File: src/rtl/spi_input_frontend.sv
// Three-channel SPI pin conditioner: two-flop synchronizer, debounce filter and
// edge pulses for SCLK, CS and MOSI, all in the clk domain.
module spi_input_frontend #(
    parameter int counterwidth = 3,
    parameter int waittime     = 3
) (
    input  logic clk,
    input  logic reset,
    input  logic sclk_pin,
    input  logic cs_pin,
    input  logic mosi_pin,
    output logic sclk_conditioned,
    output logic sclk_posedge,
    output logic sclk_negedge,
    output logic cs_conditioned,
    output logic cs_falling,
    output logic cs_rising,
    output logic mosi_conditioned
);

    // Channel index: 0 = SCLK, 1 = CS, 2 = MOSI. CS idles high (deselected).
    localparam logic [2:0] idleLevel = 3'b010;
    localparam logic [counterwidth-1:0] waitCount = counterwidth'(waittime);
    localparam logic [counterwidth-1:0] countStep = counterwidth'(1);

    logic [2:0] pinRaw;
    logic [2:0] sync0;
    logic [2:0] sync1;
    logic [2:0] level;
    logic [2:0] accept;
    logic [counterwidth-1:0] count [3];
    // MOSI has no pulse outputs, so only SCLK and CS carry pulse registers.
    logic [1:0] riseQ;
    logic [1:0] fallQ;

    assign pinRaw = {mosi_pin, cs_pin, sclk_pin};

    always_comb begin
        accept = '0;
        for (int i = 0; i < 3; i++) begin
            accept[i] = (sync1[i] != level[i]) && (count[i] == waitCount);
        end
    end

    always_ff @(posedge clk) begin
        if (reset) begin
            sync0 <= idleLevel;
            sync1 <= idleLevel;
            level <= idleLevel;
            for (int i = 0; i < 3; i++) begin
                count[i] <= '0;
            end
            riseQ <= '0;
            fallQ <= '0;
        end else begin
            sync0 <= pinRaw;
            sync1 <= sync0;
            riseQ <= accept[1:0] & sync1[1:0];
            fallQ <= accept[1:0] & ~sync1[1:0];
            for (int i = 0; i < 3; i++) begin
                // Any sample matching the current level restarts the run.
                if (sync1[i] == level[i]) begin
                    count[i] <= '0;
                end else if (!accept[i]) begin
                    count[i] <= count[i] + countStep;
                end else begin
                    level[i] <= sync1[i];
                    count[i] <= '0;
                end
            end
        end
    end

    assign sclk_conditioned = level[0];
    assign sclk_posedge     = riseQ[0];
    assign sclk_negedge     = fallQ[0];
    assign cs_conditioned   = level[1];
    assign cs_falling       = fallQ[1];
    assign cs_rising        = riseQ[1];
    assign mosi_conditioned = level[2];

endmodule
File: config.mk
export PLATFORM = sky130hd
export DESIGN_NAME = spi_input_frontend
export DESIGN_NICKNAME = d
export VERILOG_FILES = /design/src/rtl/spi_input_frontend.sv
export SDC_FILE = /design/constraint.sdc
export NUM_CORES = 1
export LEC_CHECK = 0
export ABC_CLOCK_PERIOD_IN_PS = 2500
export CAP_MARGIN = 20
export CORE_MARGIN = 2
export CORE_UTILIZATION = 55
export CTS_CLUSTER_SIZE = 28
export DETAILED_ROUTE_END_ITERATION = 8
export PLACE_DENSITY_LB_ADDON = 0.25
export SLEW_MARGIN = 0
export SYNTH_ARGS = -nofsm -noshare
export SYNTH_HDL_FRONTEND = slang
export SYNTH_SLANG_ARGS = --single-unit
File: constraint.sdc
create_clock -name clk -period 2.5 [get_ports clk]
set_input_delay 0.5 -clock clk [delete_from_list [all_inputs] [get_ports clk]]
set_output_delay 0.5 -clock clk [all_outputs]
set_load 0.02 [all_outputs]
==> results.md <==
- Leakage: 0.4037 nW
- Crit path required time: roughly 2000 ps
- WHS: 415.3 ps
- Period Utilization, post-route: 0.7439
- Average cell area after synthesis: 14.13 um^2
- Max cap viols: 0
- Area growth from synthesis to layout: 20.43%
- Die H: ~44 um
- # IOs: 12
- Worst VDD drop: 0.0004497 V
- Overall global routing resource usage: 0.1565
- Final nets: 96
- Number of buffers on the longest clock path: 2
- Critical path class: flip-flop to output pin
- Bufs and invs on worst path: 1
- First-pass DRT Iterations: 2
- Fin. Hold Viols: 0
- Routed WL: 1.239 mm
- Critical Path Source Type: flip-flop
- Initial DRC Count: 8
- Global placer's final weighted congestion: 0.6786
- Vias: slightly below 500
- Final WS setup: 640.4 ps
- Initial antenna violation count: 0
- Hold Path Cell Cnt: 1
- # resized after CTS: 0
- Post-CTS Hold Buffers: 0
- R2R depth: 3
- Post-CTS Setup Bufs: 0
- Most frequent cells in the layout: dfxtp_1, clkdlybuf4s50_1, edfxtp_1, conb_1
- YS warnings: 0
- Arr. time, crit path: 1360 ps
- Ant diodes: 0
- Core Area: 0.001506 mm^2
- RSZ-0062 raised after global routing: false
- Worst Skew: 8.346 ps
- Total clock buffers created by CTS: 3
- Initial cell density of the core: 0.5814
- Peak Freq: 537.7 MHz
- HPWL Detailed: 949.1 um
- Post-route DRC violation count: 0
- Final Critical Period: 1860 ps
- Final Max Tran Viols: 0
- TritonCTS clock tree: done
- Worst path max stage delay: roughly 630 ps
- Clock sink count: 22
- Die area: 0.001928 mm^2
- First-pass GRT wire length: 2.145 mm
- Worst setup EP type: output pin
- Gr ovfl total: 0
- Post-route setup TNS: 0 ps
- Post-Syn Area: 875.8 um^2
- Sequential fraction of the synthesis area: 0.6057
- Critical path origin: level[1]$_SDFFE_PP1N_
- Skew-Pair Late Insertion Delay: 300 ps
- Status: completed
- Flop and latch count out of synthesis: 22
- IO Port Bufs: 11
- CP max FO: 5
- Layout cells sized above 1: 0.1667
- Post-Syn Instances: 62
- Worst slack at placement: ~590 ps
- Largest net degree at the start of global routing: 13
- Most common cell after layout, fill and taps aside: dfxtp_1
- Min-delay worst type: flip-flop to flip-flop
- Final ANT Viol Nets: 0
- Crit. path cell count: 1
- Vias per cell: just under 5
- PwrDens: 563.5 mW/mm^2
- Slowest cell on the critical path: clkdlybuf4s50_1
- Die X: 43.91 um
- DR WL/cell: 12.39 um
- Vias in the first global route: 502
- RR Startpoint: count[1][0]$_SDFFCE_PP0P_
- Count of different cell masters after synthesis: 15
- Delay-heaviest family, CP: buffers and inverters
- Critical Path, Cell by Cell: clkdlybuf4s50_1
- Clock transition at path regs: 120 ps
- Setup violators final: 0
- H-tree Lvls: 1
- Root Buffer: clkbuf_4
- Min-delay src: sync0[1]$_SDFF_PP1_
- Site Rows: 14
==> registers in the layout (all words and copies together) (netlist names) <==
register  cells
count         9
level         3
sync0         3
sync1         3
fallQ         2
riseQ         2
==> Yosys cell counts (all sizes together) <==
cell    instances  area [um^2]
dfxtp          13        260.3
nor2            2        7.510
or2             2        12.51
nor4b           3        45.04
buf             2        15.01
and4bb          4        50.05
edfxtp          9        270.3
ha              6        75.07
xnor2           3        26.28
mux2i           2        20.02
a211o           1        10.01
nor2b           5        31.28
inv             3        11.26
nor4            6        37.54
conb            1        3.750
==> report_power, final <==
group          switching [mW]  leakage [nW]  internal (mW)  total (mW)
combinational          0.0201         0.190         0.0219      0.0420
sequential            0.00620         0.199          0.386       0.392
clock                  0.0985        0.0150         0.0620       0.161
==> through the flow <==
step	power, mW	cell area [um^2]	util	std cells
floorplan	0.4271	905.9	-	70
global placement	0.4390	1028	0.6827	96
detailed placement	0.4422	1028	0.6827	96
CTS	0.6000	1055	0.7002	100
global route	0.6212	1055	0.7002	100
finish	0.5944	1055	0.7002	100
==> cells by family (layout without fill, tap and decap cells) <==
logic type      after synthesis  in the layout  share of synthesized area
other cells                   1              9                   0.004282
xor+xnor                      3              3                    0.03001
simple gates                 22             22                     0.2100
flops                        22             22                     0.6057
compound gates                1              1                    0.01143
buf+inv                       5             19                    0.02999
fa+ha+maj                     6              6                    0.08571
mux                           2              2                    0.02286
==> path summary, 6_finish.rpt <==
kind | slack (ps) | end
hold / removal | 420 | sync1[1]$_SDFF_PP1_
hold reg to reg | 420 | sync1[1]$_SDFF_PP1_
setup reg to reg | 1100 | count[1][2]$_SDFFCE_PP0P_
setup / recovery | 640 | cs_conditioned
==> routing by layer <==
layer  track usage  vias to the layer above  part of all wire
li1              -                      263                 -
met1        0.2054                      215              0.49
met2        0.2618                       10              0.48
met3       0.02500                        0             0.025
met4       0.05455                        0                 0
met5             0                        -                 0
==> final cells by class <==
type	instances	area [um^2]
fill	122	451.7
multi-input combinational	43	349.1
timing repair buffer	12	117.6
tap	16	20.02
sequential	22	530.5
clock buffer	4	26.28
inverter	3	11.26
Note: power is estimated with default switching activity, not from simulation.
